===== src/rtl/button_event_scheduler.sv =====
// Round-robin collector of button rising edges into an event FIFO, exposed as an Avalon-MM slave with a level IRQ.
// Optional per-event timestamps are compiled in with BUTTON_EVT_TIMESTAMP_EN.
module button_event_scheduler #(
  parameter int NUMBER_OF_INPUTS = 4,
  parameter int FIFO_DEPTH       = 8,
  parameter int FIFO_AW          = 3,
  parameter int TS_WIDTH         = 16
) (
  input  logic                        clk,
  input  logic                        reset,
  input  logic [NUMBER_OF_INPUTS-1:0] event_in,
  input  logic [1:0]                  avs_address,
  input  logic                        avs_read,
  input  logic                        avs_write,
  input  logic [31:0]                 avs_writedata,
  output logic [31:0]                 avs_readdata,
  output logic                        irq
);
  localparam int N  = NUMBER_OF_INPUTS;
  localparam int IW = (N > 1) ? $clog2(N) : 1;
  localparam logic [FIFO_AW:0] FULL_CNT = (FIFO_AW+1)'(FIFO_DEPTH);

  logic [N-1:0]       event_prev, pending, lost, rise, grant_oh, clr_mask;
  logic [IW-1:0]      rr_ptr, grant_idx;
  logic [IW:0]        cand;
  logic               grant_v, full, empty, push, pop, wr_en, irq_en;
  logic [FIFO_AW-1:0] wptr, rptr;
  logic [FIFO_AW:0]   count;
  logic [IW-1:0]      idx_mem [FIFO_DEPTH];
  logic [15:0]        ts_head;
  logic [31:0]        rd_next, cnt32;
  logic [7:0]         lost8;
  logic               unused_bits;

  assign rise  = event_in & ~event_prev;
  assign full  = (count == FULL_CNT);
  assign empty = (count == '0);
  assign wr_en = avs_write & ~avs_read;
  assign pop   = avs_read && (avs_address == 2'd0) && !empty;
  assign push  = grant_v;
  assign clr_mask = (wr_en && avs_address == 2'd1) ? avs_writedata[N+7:8] : '0;
  assign grant_oh = grant_v ? (N'(1) << grant_idx) : '0;

  // First pending input at or after rr_ptr, wrapping; nothing is granted while the FIFO is full.
  always_comb begin
    grant_v   = 1'b0;
    grant_idx = '0;
    cand      = '0;
    for (int k = 0; k < N; k++) begin
      cand = {1'b0, rr_ptr} + (IW+1)'(k);
      if (cand >= (IW+1)'(N)) cand = cand - (IW+1)'(N);
      if (!grant_v && !full && pending[cand[IW-1:0]]) begin
        grant_v   = 1'b1;
        grant_idx = cand[IW-1:0];
      end
    end
  end

`ifdef BUTTON_EVT_TIMESTAMP_EN
  logic [TS_WIDTH-1:0] ts_cnt;
  logic [TS_WIDTH-1:0] ts_mem [FIFO_DEPTH];
  always_ff @(posedge clk) begin
    if (reset) ts_cnt <= '0;
    else       ts_cnt <= ts_cnt + 1'b1;
  end
  always_ff @(posedge clk) begin
    if (push) ts_mem[wptr] <= ts_cnt;
  end
  assign ts_head     = 16'(ts_mem[rptr]);
  assign unused_bits = ^avs_writedata;
`else
  assign ts_head     = '0;
  assign unused_bits = ^{avs_writedata, 16'(TS_WIDTH)};
`endif

  always_comb begin
    lost8        = '0;
    lost8[N-1:0] = lost;
    cnt32        = 32'(count);
    rd_next      = '0;
    case (avs_address)
      2'd0: if (!empty) begin
        rd_next[31]     = 1'b1;
        rd_next[23:8]   = ts_head;
        rd_next[IW-1:0] = idx_mem[rptr];
      end
      2'd1: begin
        rd_next[7:0]  = cnt32[7:0];
        rd_next[15:8] = lost8;
        rd_next[16]   = full;
      end
      2'd2:    rd_next[0] = irq_en;
      default: rd_next = '0;
    endcase
  end

  always_ff @(posedge clk) begin
    if (push) idx_mem[wptr] <= grant_idx;
  end

  always_ff @(posedge clk) begin
    if (reset) begin
      event_prev   <= '0;
      pending      <= '0;
      lost         <= '0;
      rr_ptr       <= '0;
      wptr         <= '0;
      rptr         <= '0;
      count        <= '0;
      irq_en       <= 1'b0;
      avs_readdata <= '0;
      irq          <= 1'b0;
    end else begin
      event_prev <= event_in;
      // A fresh edge on the granted input re-arms pending rather than counting as lost.
      pending    <= (pending & ~grant_oh) | rise;
      lost       <= (lost & ~clr_mask) | (rise & pending & ~grant_oh);
      if (grant_v) rr_ptr <= (grant_idx == IW'(N-1)) ? '0 : grant_idx + IW'(1);
      if (push) wptr <= wptr + 1'b1;
      if (pop)  rptr <= rptr + 1'b1;
      case ({push, pop})
        2'b10:   count <= count + 1'b1;
        2'b01:   count <= count - 1'b1;
        default: count <= count;
      endcase
      if (wr_en && avs_address == 2'd2) irq_en <= avs_writedata[0];
      if (avs_read) avs_readdata <= rd_next;
      irq <= irq_en & (count != '0);
    end
  end
endmodule


===== config.mk =====
export PLATFORM = sky130hd
export DESIGN_NAME = button_event_scheduler
export DESIGN_NICKNAME = d
export VERILOG_FILES = /design/src/rtl/button_event_scheduler.sv
export SDC_FILE = /design/constraint.sdc
export NUM_CORES = 1
export LEC_CHECK = 0
export BUFFER_PORTS_ARGS = -buffer_cell sky130_fd_sc_hd__clkbuf_2
export CAP_MARGIN = 20
export CORE_ASPECT_RATIO = 0.8
export CORE_MARGIN = 8
export CORE_UTILIZATION = 40
export DETAILED_ROUTE_END_ITERATION = 10
export GPL_TIMING_DRIVEN = 0
export HOLD_SLACK_MARGIN = 0.1
export SLEW_MARGIN = 5
export SYNTH_ARGS = -nofsm -noshare
export SYNTH_HDL_FRONTEND = slang
export SYNTH_SLANG_ARGS = --single-unit

===== constraint.sdc =====
create_clock -name clk -period 7.15 [get_ports clk]
set_clock_uncertainty 0.1 [all_clocks]
set_input_delay 0 -clock clk [delete_from_list [all_inputs] [get_ports clk]]
set_output_delay 0 -clock clk [all_outputs]
set_load 0.05 [all_outputs]

==> metrics.csv <==
metric;value;unit
drive_above_1_share;21.3;%
hold_path_end;avs_readdata[1]$_SDFFE_PP0P_;
cp-start-kind;flop;
port_buffers;25;
timing_hold_violations_final;0;
m1WireLength;2720;µm
rows;26;
hpwl;3980;µm
seqPwrFrac;50.3;%
antenna_found_initial;0;
ant_nets;0;
grt_max_degree;19;
synth_top_area_share;29.9;%
outcome;finished clean;
power_density;244;nW/µm²
clk-insertion-delay-late;0.31;ns
grt_pass1_vias;1744;
internal_power;0.000516;W
synth_edf_count;16;
setup_viol;0;
yosys.area.top_type;dfxtp_1;
fin_crit_sh;39.5;%
wl_per_cell;13.4;µm
start_util;41.2;%
rsz0062_at_grt;false;
post-route-drc-count;0;
regArea;1260;µm²
cp_max_fo;10;
globalRouteTotalUtil;11.9;%
post_cts_buffers;0;
final_nets;378;
final_area;3170;µm²
firstDrtPassIters;4;
finalMaxSlewViolations;0;
timing.rr.end;count[2]$_SDFFE_PP0P_;
synthTopCellsByArea;dfxtp_1 (30%), edfxtp_1 (18%), buf_4 (6.3%);
top_layer;met4;
fmax;354;MHz
cts_tree;yes;
core-area;6340;µm²
p_leak;1.34;nW
clk_pin_slew;0.10;ns
dr_wl_met2;2430;µm
worst_ir_drop_vdd;0.0994;mV
globalplace.congestion;0.743;
synth_area_per_cell;10.1;µm²
dieWidth;106;µm
post_drt_via_cell_ratio;4.64;
cp-end-kind;flop;
cts-root-buf;clkbuf_8;
vias;1910;
r2r_start;count[1]$_SDFFE_PP0P_;
placed_area;2920;µm²
htree_levels;2;
yosysMostFrequentCell;dfxtp_1;
multiInputGateArea;1150;µm²
synth_cells;258;
die-area;9390;µm²
synth_cell_type_count;49;
netlist_top_cells_count;dfxtp_1 (39), nor2_1 (23), buf_4 (22), nand2_1 (18), a21oi_1 (17);
pin_count;75;
combinationalPowerShare;27.4;%
fin_crit;2.83;ns
area_growth;21.5;%
grt_pass1_wl;9030;µm
worst_pin_slew;0.911;ns
seq_area_frac_synth;48.3;%
synth-main-ff-cell;dfxtp_1;
nFillCells;599;
drv_cap;0;
routed_wl;5510;µm
crit_arrival;2.97;ns
overflow;0;
p_clk_share;22.3;%
path_class;reg2reg;
p_sw_share;33.3;%
diodes;0;
synth_seq_cells;55;
drt-initial-drc-count;65;
yosysWarnings;0;
met3WireLength;326;µm
cts_resized;0;
hold_path.class;in2reg;
ys_async_sr_fraction;0;%
min_delay_path_depth;4;
cts_buffer_depth;2;
cts_num_sinks;55;
timing.slew.headroom;39.3;%
fin_hold_ws;0.133;ns
hold_path.startpoint;avs_address[0];
die_y;88.3;µm
reg2reg_depth;13;
switching_power;0.000258;W
tns;0;ns
crit_required;7.29;ns
synth_area;2610;µm²
r2r_setup_slack;4.32;ns
cts_inserted_buffers;5;
what timing repair did:
item / CTS / global route
endpoints found under the hold margin: 23 / 0
hold buffers: 16 / 0
endpoints found under the setup margin: 0 / 0
metal layers:
metal / GRT usage, % / vias up
met5: 0 / -
met2: 17.5 / 35
met1: 16.8 / 871
met4: 3.06 / 0
li1: - / 999
met3: 3.28 / 5
power by group through the flow:
stage,Sequential [W],Clock [W],Combinational (W)
final,0.000389,0.000173,0.000212
after global routing,0.000394,0.000188,0.000240
after CTS,0.000389,0.000178,0.000212
after detailed placement,0.000397,0,0.000204
after global placement,0.000395,0,0.000204
after floorplan,0.000394,0,0.000162
area by class of cell:
class / instances / share of cell area (%)
Buffer: 32 / 7.10
Tap cell: 84 / 3.31
Timing Repair Buffer: 41 / 8.99
Multi-Input combinational cell: 180 / 36.1
Inverter: 12 / 1.81
Sequential cell: 55 / 39.8
Clock buffer: 5 / 2.17
Clock inverter: 3 / 0.710
state kept, by name (all words and copies together), names as in the netlist, named ones only:
name          cells
irq               1
rr_ptr            2
rptr              3
avs_readdata     10
idx_mem          16
wptr              3
irq_en            1
event_prev        4
lost              4
pending           4
count             4
logic make-up (layout without fill, tap and decap cells):
family          Yosys count  in the layout  share of synthesized area, %
flops                    55             55                          48.3
buf+inv                  44             93                          10.8
xor+xnor                  7              7                          2.35
other cells               1             22                         0.144
simple gates             87             87                          17.1
fa+ha+maj                 9              9                          4.31
mux                      10             10                          5.37
compound gates           45             45                          11.6
stage by stage:
step,utilization [%],setup WS [ns],cells,power (W)
2_1_floorplan,-,4.49,279,0.000557
3_3_place_gp,46.0,4.35,388,0.000599
3_5_place_dp,46.0,4.34,388,0.000601
4_1_cts,50.0,4.31,412,0.000780
5_1_grt,50.0,4.12,412,0.000822
6_report,50.0,4.32,412,0.000774
how the worst max path moves through the flow:
stage	from	end	slack, ns	cells past startpoint
floorplan	count[1]$_SDFFE_PP0P_	count[2]$_SDFFE_PP0P_	4.49	13
detailed placement	count[1]$_SDFFE_PP0P_	count[2]$_SDFFE_PP0P_	4.34	11
global placement	count[1]$_SDFFE_PP0P_	count[2]$_SDFFE_PP0P_	4.35	11
global route	count[1]$_SDFFE_PP0P_	count[2]$_SDFFE_PP0P_	4.12	11
CTS	count[1]$_SDFFE_PP0P_	count[2]$_SDFFE_PP0P_	4.31	13
finish	count[1]$_SDFFE_PP0P_	count[2]$_SDFFE_PP0P_	4.32	13
cell usage in the layout (no fill, tap or decap), types with 4 or more instances in the layout:
cell type / n
a22oi_1: 4
dfxtp_1: 39
dlygate4sd3_1: 16
clkbuf_2: 25
nor3_1: 5
nand3_1: 10
o21ai_0: 5
conb_1: 22
mux2i_1: 5
nor2b_1: 6
nand2_1: 18
nor2_1: 23
xor2_1: 5
ha_1: 9
a21oi_1: 17
nand2b_1: 9
a41o_1: 4
inv_1: 10
buf_4: 22
clkbuf_8: 5
edfxtp_1: 16
clkbuf_1: 6
critical path, cell delays in order, from the launching register on:
cell and delay, ns:
dfxtp_1 0.32, buf_6 0.13, or4b_4 0.51, buf_6 0.16
and2_4 0.14, buf_6 0.13, clkinv_8 0.06, ha_1 0.25
xor2_1 0.17, ha_1 0.16, a21oi_1 0.04, xor2_1 0.14
or3_1 0.31, a21oi_1 0.14
No activity file was read; power rests on OpenSTA's default activity.
